## src/rtl/ibex_cheri_pkg.sv

```systemverilog
// Shared types for the capability-aware instruction fetch queue.
package ibex_cheri_pkg;

  localparam int unsigned FETCH_WORD_BYTES = 4;

  typedef struct packed {
    logic [31:0] rdata;
    logic [31:0] addr;
    logic        fault;
  } fetch_entry_t;

endpackage

```

## src/rtl/ibex_cheri_fetch_queue_if.sv

```systemverilog
// Consumer and instruction-bus signals of the fetch queue.
// master = the fetch queue, slave = the IF stage / memory side that drives it.
interface ibex_cheri_fetch_queue_if;

  logic        req;
  logic        branch;
  logic [31:0] branch_addr;
  logic [31:0] pcc_base;
  logic [32:0] pcc_top;

  logic        valid;
  logic        ready;
  logic [31:0] rdata;
  logic [31:0] addr;
  logic        fault;

  logic        instr_req;
  logic [31:0] instr_addr;
  logic        instr_gnt;
  logic        instr_rvalid;
  logic [31:0] instr_rdata;

  logic        busy;

  modport master (
    input  req, branch, branch_addr, pcc_base, pcc_top, ready,
           instr_gnt, instr_rvalid, instr_rdata,
    output valid, rdata, addr, fault, instr_req, instr_addr, busy
  );

  modport slave (
    output req, branch, branch_addr, pcc_base, pcc_top, ready,
           instr_gnt, instr_rvalid, instr_rdata,
    input  valid, rdata, addr, fault, instr_req, instr_addr, busy
  );

endinterface

```

## src/rtl/ibex_cheri_fetch_fifo.sv

```systemverilog
// Flop-array FIFO of fetch entries; flush wins over push and pop in the same cycle.
module ibex_cheri_fetch_fifo
  import ibex_cheri_pkg::*;
#(
  parameter int unsigned Depth = 3
) (
  input  logic                         clk_i,
  input  logic                         rst_i,
  input  logic                         flush_i,
  input  logic                         push_i,
  input  fetch_entry_t                 entry_i,
  input  logic                         pop_i,
  output logic [$clog2(Depth+1)-1:0]   count_o,
  output fetch_entry_t                 head_o
);

  localparam int unsigned CntW = $clog2(Depth + 1);
  localparam int unsigned PtrW = (Depth > 1) ? $clog2(Depth) : 1;

  fetch_entry_t    mem_q [Depth];
  logic [PtrW-1:0] rd_ptr_q, wr_ptr_q;
  logic [CntW-1:0] count_q;
  logic            do_push, do_pop;

  function automatic logic [PtrW-1:0] ptr_inc(input logic [PtrW-1:0] p);
    return (p == PtrW'(Depth - 1)) ? '0 : p + PtrW'(1);
  endfunction

  assign do_pop  = pop_i & (count_q != '0);
  assign do_push = push_i;

  always_ff @(posedge clk_i or posedge rst_i) begin
    if (rst_i) begin
      rd_ptr_q <= '0;
      wr_ptr_q <= '0;
      count_q  <= '0;
      for (int i = 0; i < Depth; i++) begin
        mem_q[i] <= '0;
      end
    end else if (flush_i) begin
      rd_ptr_q <= '0;
      wr_ptr_q <= '0;
      count_q  <= '0;
    end else begin
      if (do_push) begin
        mem_q[wr_ptr_q] <= entry_i;
        wr_ptr_q        <= ptr_inc(wr_ptr_q);
      end
      if (do_pop) begin
        rd_ptr_q <= ptr_inc(rd_ptr_q);
      end
      if (do_push && !do_pop) begin
        count_q <= count_q + CntW'(1);
      end else if (do_pop && !do_push) begin
        count_q <= count_q - CntW'(1);
      end
    end
  end

  assign count_o = count_q;
  assign head_o  = mem_q[rd_ptr_q];

endmodule

```

## src/rtl/ibex_cheri_fetch_queue.sv

```systemverilog
// Capability-aware instruction prefetch queue between IF stage and instruction memory.
// Define IBEX_FETCH_BOUNDS_CHECK_EN to check each fetch word against PCC bounds.
module ibex_cheri_fetch_queue
  import ibex_cheri_pkg::*;
#(
  parameter int unsigned Depth          = 3,
  parameter int unsigned MaxOutstanding = 2,
  parameter logic [31:0] BootAddr       = 32'h0000_0080
) (
  input  logic                     clk_i,
  input  logic                     rst_i,
  ibex_cheri_fetch_queue_if.master bus
);

  localparam int unsigned CntW = $clog2(Depth + 1);

  logic [CntW-1:0] count;
  logic [CntW-1:0] outstanding_q, outstanding_d;
  logic [CntW-1:0] discard_q, discard_d;
  logic [CntW:0]   reserved;
  logic [31:0]     fetch_addr_q, fetch_addr_d;
  logic [31:0]     resp_addr_q, resp_addr_d;
  logic            issue, fire, pop, push, resp_keep;
  logic            in_bounds, fault_push, stalled_q;
  fetch_entry_t    head, push_entry;

  // Every in-flight request owns a queue slot, so a response can never overflow.
  assign reserved = {1'b0, count} + {1'b0, outstanding_q};

  assign issue = ~rst_i & bus.req & ~bus.branch & ~stalled_q & in_bounds
               & (outstanding_q < CntW'(MaxOutstanding))
               & (reserved < (CntW+1)'(Depth));
  assign fire  = issue & bus.instr_gnt;

  assign resp_keep = bus.instr_rvalid & (discard_q == '0);
  assign push      = fault_push | resp_keep;
  assign pop       = bus.valid & bus.ready;

`ifdef IBEX_FETCH_BOUNDS_CHECK_EN
  logic [32:0] fetch_end;

  // 33-bit sum so a word ending exactly at 2^32 is still in bounds.
  assign fetch_end  = {1'b0, fetch_addr_q} + 33'(FETCH_WORD_BYTES);
  assign in_bounds  = (fetch_addr_q >= bus.pcc_base) & (fetch_end <= bus.pcc_top);
  assign fault_push = ~rst_i & bus.req & ~bus.branch & ~stalled_q & ~in_bounds
                    & (outstanding_q == '0) & (count < CntW'(Depth));

  always_ff @(posedge clk_i or posedge rst_i) begin
    if (rst_i) begin
      stalled_q <= 1'b0;
    end else if (bus.branch) begin
      stalled_q <= 1'b0;
    end else if (fault_push) begin
      stalled_q <= 1'b1;
    end
  end

  assign bus.fault = head.fault;
`else
  logic unused_bounds;

  assign unused_bounds = ^{bus.pcc_base, bus.pcc_top, head.fault};
  assign in_bounds     = 1'b1;
  assign fault_push    = 1'b0;
  assign stalled_q     = 1'b0;
  assign bus.fault     = 1'b0;
`endif

  always_comb begin
    push_entry       = '0;
    push_entry.rdata = bus.instr_rdata;
    push_entry.addr  = resp_addr_q;
    push_entry.fault = 1'b0;
    if (fault_push) begin
      push_entry.rdata = '0;
      push_entry.addr  = fetch_addr_q;
      push_entry.fault = 1'b1;
    end
  end

  ibex_cheri_fetch_fifo #(
    .Depth (Depth)
  ) u_fifo (
    .clk_i   (clk_i),
    .rst_i   (rst_i),
    .flush_i (bus.branch),
    .push_i  (push),
    .entry_i (push_entry),
    .pop_i   (pop),
    .count_o (count),
    .head_o  (head)
  );

  // A branch discards everything still in flight, including any earlier residue.
  always_comb begin
    outstanding_d = outstanding_q + CntW'(fire) - CntW'(bus.instr_rvalid);
    discard_d     = discard_q;
    fetch_addr_d  = fetch_addr_q;
    resp_addr_d   = resp_addr_q;
    if (bus.branch) begin
      discard_d    = outstanding_q - CntW'(bus.instr_rvalid);
      fetch_addr_d = {bus.branch_addr[31:2], 2'b00};
      resp_addr_d  = {bus.branch_addr[31:2], 2'b00};
    end else begin
      if (bus.instr_rvalid && (discard_q != '0)) begin
        discard_d = discard_q - CntW'(1);
      end
      if (resp_keep) begin
        resp_addr_d = resp_addr_q + 32'(FETCH_WORD_BYTES);
      end
      if (fire) begin
        fetch_addr_d = fetch_addr_q + 32'(FETCH_WORD_BYTES);
      end
    end
  end

  always_ff @(posedge clk_i or posedge rst_i) begin
    if (rst_i) begin
      outstanding_q <= '0;
      discard_q     <= '0;
      fetch_addr_q  <= BootAddr;
      resp_addr_q   <= BootAddr;
    end else begin
      outstanding_q <= outstanding_d;
      discard_q     <= discard_d;
      fetch_addr_q  <= fetch_addr_d;
      resp_addr_q   <= resp_addr_d;
    end
  end

  assign bus.valid      = (count != '0);
  assign bus.rdata      = head.rdata;
  assign bus.addr       = head.addr;
  assign bus.instr_req  = issue;
  assign bus.instr_addr = fetch_addr_q;
  assign bus.busy       = (outstanding_q != '0);

  // The bus returns responses only for granted requests.
  assert property (@(posedge clk_i) disable iff (rst_i)
    !(bus.instr_rvalid && (outstanding_q == '0)));

  assert property (@(posedge clk_i) disable iff (rst_i)
    !(push && !pop && !bus.branch && (count == CntW'(Depth))));

endmodule
```

## src/flat_wrapper.sv

```systemverilog
// flat-port wrapper written by rule: the top's interface ports become plain ports
module ibex_cheri_fetch_queue_flat import ibex_cheri_pkg::*;
#(
  parameter int unsigned Depth          = 3,
  parameter int unsigned MaxOutstanding = 2,
  parameter logic [31:0] BootAddr       = 32'h0000_0080
)
  (clk_i, rst_i, bus_req, bus_branch, bus_branch_addr, bus_pcc_base, bus_pcc_top, bus_ready, bus_instr_gnt, bus_instr_rvalid, bus_instr_rdata, bus_valid, bus_rdata, bus_addr, bus_fault, bus_instr_req, bus_instr_addr, bus_busy);
  ibex_cheri_fetch_queue_if bus_i ();
  input  logic clk_i;
  input  logic rst_i;
  input wire logic [$bits(bus_i.req)-1:0] bus_req;
  input wire logic [$bits(bus_i.branch)-1:0] bus_branch;
  input wire logic [$bits(bus_i.branch_addr)-1:0] bus_branch_addr;
  input wire logic [$bits(bus_i.pcc_base)-1:0] bus_pcc_base;
  input wire logic [$bits(bus_i.pcc_top)-1:0] bus_pcc_top;
  input wire logic [$bits(bus_i.ready)-1:0] bus_ready;
  input wire logic [$bits(bus_i.instr_gnt)-1:0] bus_instr_gnt;
  input wire logic [$bits(bus_i.instr_rvalid)-1:0] bus_instr_rvalid;
  input wire logic [$bits(bus_i.instr_rdata)-1:0] bus_instr_rdata;
  output wire logic [$bits(bus_i.valid)-1:0] bus_valid;
  output wire logic [$bits(bus_i.rdata)-1:0] bus_rdata;
  output wire logic [$bits(bus_i.addr)-1:0] bus_addr;
  output wire logic [$bits(bus_i.fault)-1:0] bus_fault;
  output wire logic [$bits(bus_i.instr_req)-1:0] bus_instr_req;
  output wire logic [$bits(bus_i.instr_addr)-1:0] bus_instr_addr;
  output wire logic [$bits(bus_i.busy)-1:0] bus_busy;
  assign bus_i.req = bus_req;
  assign bus_i.branch = bus_branch;
  assign bus_i.branch_addr = bus_branch_addr;
  assign bus_i.pcc_base = bus_pcc_base;
  assign bus_i.pcc_top = bus_pcc_top;
  assign bus_i.ready = bus_ready;
  assign bus_i.instr_gnt = bus_instr_gnt;
  assign bus_i.instr_rvalid = bus_instr_rvalid;
  assign bus_i.instr_rdata = bus_instr_rdata;
  assign bus_valid = bus_i.valid;
  assign bus_rdata = bus_i.rdata;
  assign bus_addr = bus_i.addr;
  assign bus_fault = bus_i.fault;
  assign bus_instr_req = bus_i.instr_req;
  assign bus_instr_addr = bus_i.instr_addr;
  assign bus_busy = bus_i.busy;
  ibex_cheri_fetch_queue #(.Depth(Depth), .MaxOutstanding(MaxOutstanding), .BootAddr(BootAddr)) u_core (.clk_i(clk_i), .rst_i(rst_i), .bus(bus_i));
endmodule
```

## config.mk

```make
export PLATFORM = sky130hd
export DESIGN_NAME = ibex_cheri_fetch_queue_flat
export DESIGN_NICKNAME = d
export VERILOG_FILES = /design/src/rtl/ibex_cheri_pkg.sv /design/src/rtl/ibex_cheri_fetch_queue_if.sv /design/src/rtl/ibex_cheri_fetch_fifo.sv /design/src/rtl/ibex_cheri_fetch_queue.sv /design/src/flat_wrapper.sv
export SDC_FILE = /design/constraint.sdc
export NUM_CORES = 1
export LEC_CHECK = 0
export CORE_MARGIN = 5
export CORE_UTILIZATION = 48
export DETAILED_ROUTE_END_ITERATION = 8
export PLACE_DENSITY = 0.86
export SLEW_MARGIN = 25
export SYNTH_ARGS = -nofsm -noshare
export SYNTH_HDL_FRONTEND = slang
export SYNTH_SLANG_ARGS = --single-unit
```

## constraint.sdc

```tcl
create_clock -name clk_i -period 27.1 [get_ports clk_i]
set_input_delay 5.42 -clock clk_i [delete_from_list [all_inputs] [get_ports clk_i]]
set_output_delay 5.42 -clock clk_i [all_outputs]
set_load 0.01 [all_outputs]
```

== Word level (Yosys, flattened, before mapping) ==
Index checks and enable logic that the tools add are counted.

* Flip-flop bits (word level): 269
* Bits of input ports: 136
* Output and inout port bits: 100
* Logic and storage cells: 83

* $add $sub $neg: 11
* $lt $le $gt $ge: 5
* Equal/unequal tests: 2
* Muxes and demuxes: 21
* Bitwise logic cells: 12
* Reduce and logical (&&, ||, !) cells: 16

{| class="wikitable"
|+ Operators with widths
! operator !! count
|-
| $bwmux W195 || 1
|-
| $mux W65 || 3
|-
| $bmux W65 S2 || 1
|-
| $demux W65 S2 || 1
|-
| $mux W32 || 4
|-
| $add A32 B3 Y32 const B || 2
|-
| $mux W2 || 11
|-
| $reduce_bool A2 Y1 || 7
|-
| $and A1 B1 Y1 || 8
|-
| $add A2 B1 Y2 const B || 3
|-
| $ge A3 B3 Y1 const B || 2
|-
| $not A2 Y3 || 2
|-
| $eq A2 B2 Y1 const B || 2
|-
| $logic_and A1 B1 Y1 || 4
|-
| $sub A2 B1 Y2 || 2
|-
| $sub A2 B1 Y2 const B || 2
|-
| $add A2 B2 Y3 || 1
|-
| $lt A3 B1 Y1 const B || 1
|-
| $lt A3 B2 Y1 const B || 1
|-
| $reduce_bool A3 Y1 || 1
|-
| $add A2 B1 Y2 || 1
|-
| $logic_not A1 Y1 || 2
|-
| $logic_not A2 Y1 || 1
|-
| $lt A2 B2 Y1 const B || 1
|-
| other kinds (2) || 3
|}

== Logic depth before layout (Yosys ltp) ==
* Depth after elaboration: 8
* Gate-level depth with buffers: 11
* Gate-level depth less buffers: 8

== Cells and area by module ==
A second synthesis with hierarchy kept.

* Cell total of the unflattened synthesis: 1082
* Area total of the unflattened synthesis: 13103.8 µm²

{| class="wikitable"
|+ By module, submodules not included
! module !! instances !! cells an instance !! area an instance (µm²) !! sequential area each (µm²)
|-
| ibex_cheri_fetch_fifo || 1 || 660 || 9345.2 || 5029.8
|-
| ibex_cheri_fetch_queue || 1 || 422 || 3758.6 || 1604.0
|}

== Least setup slack after synthesis ==
No wires, ideal clock.

* Kind: in2out
* Start: input bus_branch
* End: output bus_instr_req
* Data arrival time: 6.563 ns
* Data required time: 21.680 ns
* Setup slack: 15.117 ns
* Stages on the path: 3
* Path buffers: 1
* Cell sequence: clkbuf_1 -> or4b_2 -> nor3_1

* Word-level cells in the longest chain between the ends: 4

{| class="wikitable"
|+ Ends and longest elaborated chain
! element !! line !! text
|-
| start: declaration || flat_wrapper.sv:13 || <nowiki>input wire logic [$bits(bus_i.branch)-1:0] bus_branch;</nowiki>
|-
| $not A1 Y1 (no line) || n/a ||
|-
| $and A1 B1 Y1 || ibex_cheri_fetch_queue.sv:30 || <nowiki>assign issue = ~rst_i & bus.req & ~bus.branch & ~stalled_q & in_bounds</nowiki>
|-
| $and A1 B1 Y1 || ibex_cheri_fetch_queue.sv:31 || <nowiki>& (outstanding_q < CntW'(MaxOutstanding))</nowiki>
|-
| $and A1 B1 Y1 || ibex_cheri_fetch_queue.sv:32 || <nowiki>& (reserved < (CntW+1)'(Depth));</nowiki>
|-
| end: declaration || flat_wrapper.sv:25 || <nowiki>output wire logic [$bits(bus_i.instr_req)-1:0] bus_instr_req;</nowiki>
|}

Every way passes these cells.

== Final worst setup path ==
* Start: input rst_i
* End: output bus_instr_req

* Word-level cells in the longest chain between the ends: 5

{| class="wikitable"
|+ Ends and longest elaborated chain
! element !! line !! text
|-
| start: declaration || flat_wrapper.sv:11 || <nowiki>input logic rst_i;</nowiki>
|-
| $not A1 Y1 || ibex_cheri_fetch_queue.sv:30 ||
|-
| $and A1 B1 Y1 (2 in a row) || ibex_cheri_fetch_queue.sv:30 ||
|-
| $and A1 B1 Y1 || ibex_cheri_fetch_queue.sv:31 ||
|-
| $and A1 B1 Y1 || ibex_cheri_fetch_queue.sv:32 ||
|}

Every way passes these cells.

==> impl_results.md <==
* Status: complete, no violations
* Die Ht at 169.0 um
* Worst Setup Path Type: in2out
* Clock skew at 0.008258 ns
* Buffers and inverters on the worst path at 2
* Synth area leaders: dfrtp_1, mux2_2, mux2i_1, o21ai_0, nand2_1
* Skew-Pair Late Insertion Delay at 0.52 ns
* Worst-path clk slew at 0.06 ns
* CTS H-tree depth at 1
* Post-Synthesis Mean Instance Area at 11.61 um^2
* Fmax at 77.90 MHz
* IO Count at 236
* Reg2Reg Setup Slack at 24.16 ns
* DRT iter0 DRCs at 559
* CP endpoint kind: output port
* Layout Area Growth over Synthesis at 22.84%
* P_int at 0.9430 mW
* Ys Warns at 0
* Crit start category: input port
* Final WS setup at 14.26 ns
* P_sw at 0.3955 mW
* Worst relative slew slack at 31.49%
* # diodes at 0
* Ratio of cells with drive above 1 in the final layout at 22.43%
* Yosys reg bits at 256
* CP Depth at 4
* Nets at 1326
* DP HPWL at 18670 um
* Combinational power share at 30.3%
* Core Box Area at 0.02504 mm^2
* Largest area contributor in the netlist: dfrtp_1
* Critical R2R Launch: u_core.u_fifo.count_o[0]$_DFFE_PP0P_
* Total Die Area at 0.02855 mm^2
* Final Non-Filler Cells at 1534
* Period minus WS final at 12.84 ns
* Clock Tree Buf Depth at 3
* PwrDens at 89.84 mW/mm^2
* Via count at 8736
* CP most frequent cell: clkdlybuf4s50_1
* Register area share after synthesis at 52.84%
* Finish-stage setup viols at 0
* Vias in the first global route at 9093
* Largest net degree at the start of global routing at 112
* Postcts setup bufs at 0
* Worst-margin pin slew at 1.028 ns
* Critical Path RT at 21.68 ns
* FF-to-FF End: u_core.bus.instr_addr[11]$_DFFE_PP0P_
* Pwr Total at 1.338 mW
* DRC at 0
* Initial Utilization at 48.44%
* Slowest stage delay, CP at 0.68 ns
* Gpl congestion at 0.8515
* Initial antenna violation count at 0
* Vias per cell at 5.695
* TritonRoute pass-1 iters at 5
* RSZ-0062 raised after global routing: false
* Placed cells at 1484
* CTS Root Buffer Type: clkbuf_16
* Clock power share at 28.4%
* Setup WS pre-CTS at 14.29 ns
* Worst Path Arrival at 7.42 ns
* Final hold viol count at 0
* TritonCTS clock tree: built
* Port-buffer cells at 163
* Post-CTS sizing at 0
* CP cell instances: clkdlybuf4s50_1 > or4b_2 > nor3_1 > clkdlybuf4s50_1
* Slew Viols, Final at 0
* CTS Buf Count at 27
* Synth cell types at 54
* Hold_buf cts at 0
* DR WL/cell at 19.16 um
* Routed Antenna Nets at 0
* Setup TNS Final at 0 ns
* Hold Path Class: reg2reg
* Worst IR Drop VDD at 0.05399 mV
* Post-Route WL at 29390 um
* Final worst path period share at 47.37%
* Synthesized cell area at 0.01213 mm^2
* CP delay by family, top: buffers and inverters
* Worst reg2reg path depth at 8
* Die X at 169.0 um
* Leak pwr at 6.323 nW
* Largest fanout on the critical path at 3
* Net Sw Frac at 29.55%
* Synth Instances at 1045
* Global-route wire length before repair at 48170 um
* Crit. Startpoint: rst_i
* Max stage delay cell, worst path: or4b_2
* Worst hold slack at 0.4836 ns
* Row count at 58
* Gr usage total at 20.42%
* Register share of total power at 41.3%
* Top-area cell type share of the netlist area at 52.41%
* Global route overflow at 0
* Maximum Capacitance Violations at 0
* Crit path capture: bus_instr_req
* Sink Count at 256
[cells in the mapped netlist (all sizes together)]
| master | n |
|---|---|
| and2 | 4 |
| nor3 | 12 |
| mux2i | 64 |
| nand4bb | 1 |
| nand2b | 1 |
| mux2 | 189 |
| xor2 | 16 |
| nor4 | 6 |
| a211oi | 1 |
| a31oi | 7 |
| or2 | 2 |
| a21oi | 9 |
| dfstp | 2 |
| o211ai | 12 |
| ha | 6 |
| dfrtp | 254 |
| and4 | 1 |
| o21ai | 107 |
| and3 | 8 |
| fa | 1 |
| clkbuf | 29 |
| a41oi | 1 |
| o311ai | 8 |
| or3 | 3 |
| nand4 | 24 |
| conb | 1 |
| nor2b | 1 |
| xnor2 | 20 |
| or4 | 5 |
| inv | 13 |
| nand2 | 121 |
| o31a | 2 |
| or4b | 2 |
| buf | 37 |
| nand3 | 42 |
| a31o | 1 |
| nor2 | 31 |
| a21boi | 1 |
[flip-flops by register name, summed over array words and instances (netlist names)]
name,flops
u_core.u_fifo.rd_ptr_q,2
u_core.bus.instr_addr,30
u_core.discard_q,2
u_core.outstanding_q,2
u_core.resp_addr_q,30
u_core.u_fifo.mem_q,186
u_core.u_fifo.wr_ptr_q,2
u_core.u_fifo.count_o,2
[worst min-delay path by stage]
stage,from,end,depth (start not counted)
6_report,u_core.u_fifo.mem_q[161]$_DFFE_PP0P_,u_core.u_fifo.mem_q[161]$_DFFE_PP0P_,2
5_1_grt,u_core.u_fifo.mem_q[154]$_DFFE_PP0P_,u_core.u_fifo.mem_q[154]$_DFFE_PP0P_,1
4_1_cts,u_core.u_fifo.mem_q[161]$_DFFE_PP0P_,u_core.u_fifo.mem_q[161]$_DFFE_PP0P_,2
3_5_place_dp,u_core.u_fifo.mem_q[161]$_DFFE_PP0P_,u_core.u_fifo.mem_q[161]$_DFFE_PP0P_,2
3_3_place_gp,u_core.u_fifo.mem_q[152]$_DFFE_PP0P_,u_core.u_fifo.mem_q[152]$_DFFE_PP0P_,2
2_1_floorplan,u_core.u_fifo.mem_q[152]$_DFFE_PP0P_,u_core.u_fifo.mem_q[152]$_DFFE_PP0P_,2
[per-stage QoR]
step / area (um^2) / util [%]
6_report: 14900 / 59.51
2_1_floorplan: 12140 / -
3_3_place_gp: 13960 / 55.77
3_5_place_dp: 13960 / 55.77
4_1_cts: 14890 / 59.48
5_1_grt: 14900 / 59.51
[final cells by class]
type / count / area [um^2]
sequential: 256 / 6414
inverter: 13 / 61.31
fill: 2018 / 10140
tap: 330 / 412.9
clock buffer: 39 / 790.8
multi-input combinational: 714 / 5390
timing repair buffer: 171 / 1690
clock inverter: 11 / 138.9
[power by group through the flow]
stage,sequential [mW],clock (mW),combinational [mW]
2_1_floorplan,0.537,0,0.227
3_3_place_gp,0.548,0,0.398
3_5_place_dp,0.557,0,0.408
4_1_cts,0.551,0.390,0.411
5_1_grt,0.565,0.405,0.442
6_report,0.553,0.380,0.405
[worst reg2reg max path: stages, from the launching register on]
cell and delay [ns]:
dfrtp_1 0.45, ha_1 0.23, fa_1 0.43, and2_4 0.18
or4_4 0.67, inv_6 0.26, nor2_2 0.19, o21ai_0 0.23
o311ai_0 0.15
[per-layer routing]
metal,share of wire (%),up-vias,GRT usage (%)
met3,8.0,38,3.596
li1,-,3993,-
met1,44,4372,28.53
met4,1.6,0,4.658
met5,0,-,0
met2,46,333,33.55
[logic make-up (layout without fill, tap and decap cells)]
| logic type | Yosys count | in the layout | synth area share, % |
|---|---|---|---|
| AO/OA/AOI/OAI | 149 | 149 | 6.881 |
| XOR/XNOR | 36 | 36 | 2.600 |
| adder cells (fa/ha/maj) | 7 | 7 | 0.7841 |
| buffers and inverters | 79 | 234 | 3.105 |
| flip-flops | 256 | 256 | 52.84 |
| multiplexers | 253 | 253 | 22.83 |
| other | 1 | 5 | 0.03092 |
| AND/OR/NAND/NOR | 264 | 264 | 10.93 |
[placed cells by master (no fill, tap or decap), drive strengths merged, types with 2 or more instances in the layout]
cell | Yosys | final
dfrtp | 254 | 254
mux2 | 189 | 189
clkdlybuf4s50 | 0 | 162
nand2 | 121 | 121
o21ai | 107 | 107
mux2i | 64 | 64
nand3 | 42 | 42
clkbuf | 29 | 39
nor2 | 31 | 31
nand4 | 24 | 24
xnor2 | 20 | 20
xor2 | 16 | 16
inv | 13 | 14
o211ai | 12 | 12
nor3 | 12 | 12
a21oi | 9 | 9
buf | 37 | 9
and3 | 8 | 8
o311ai | 8 | 8
a31oi | 7 | 7
ha | 6 | 6
nor4 | 6 | 6
conb | 1 | 5
clkinv | 0 | 5
or4 | 5 | 5
and2 | 4 | 4
or3 | 3 | 3
bufinv | 0 | 3
or2 | 2 | 2
o31a | 2 | 2
clkinvlp | 0 | 2
dfstp | 2 | 2
or4b | 2 | 2
Power figures use the tool's default switching activity.
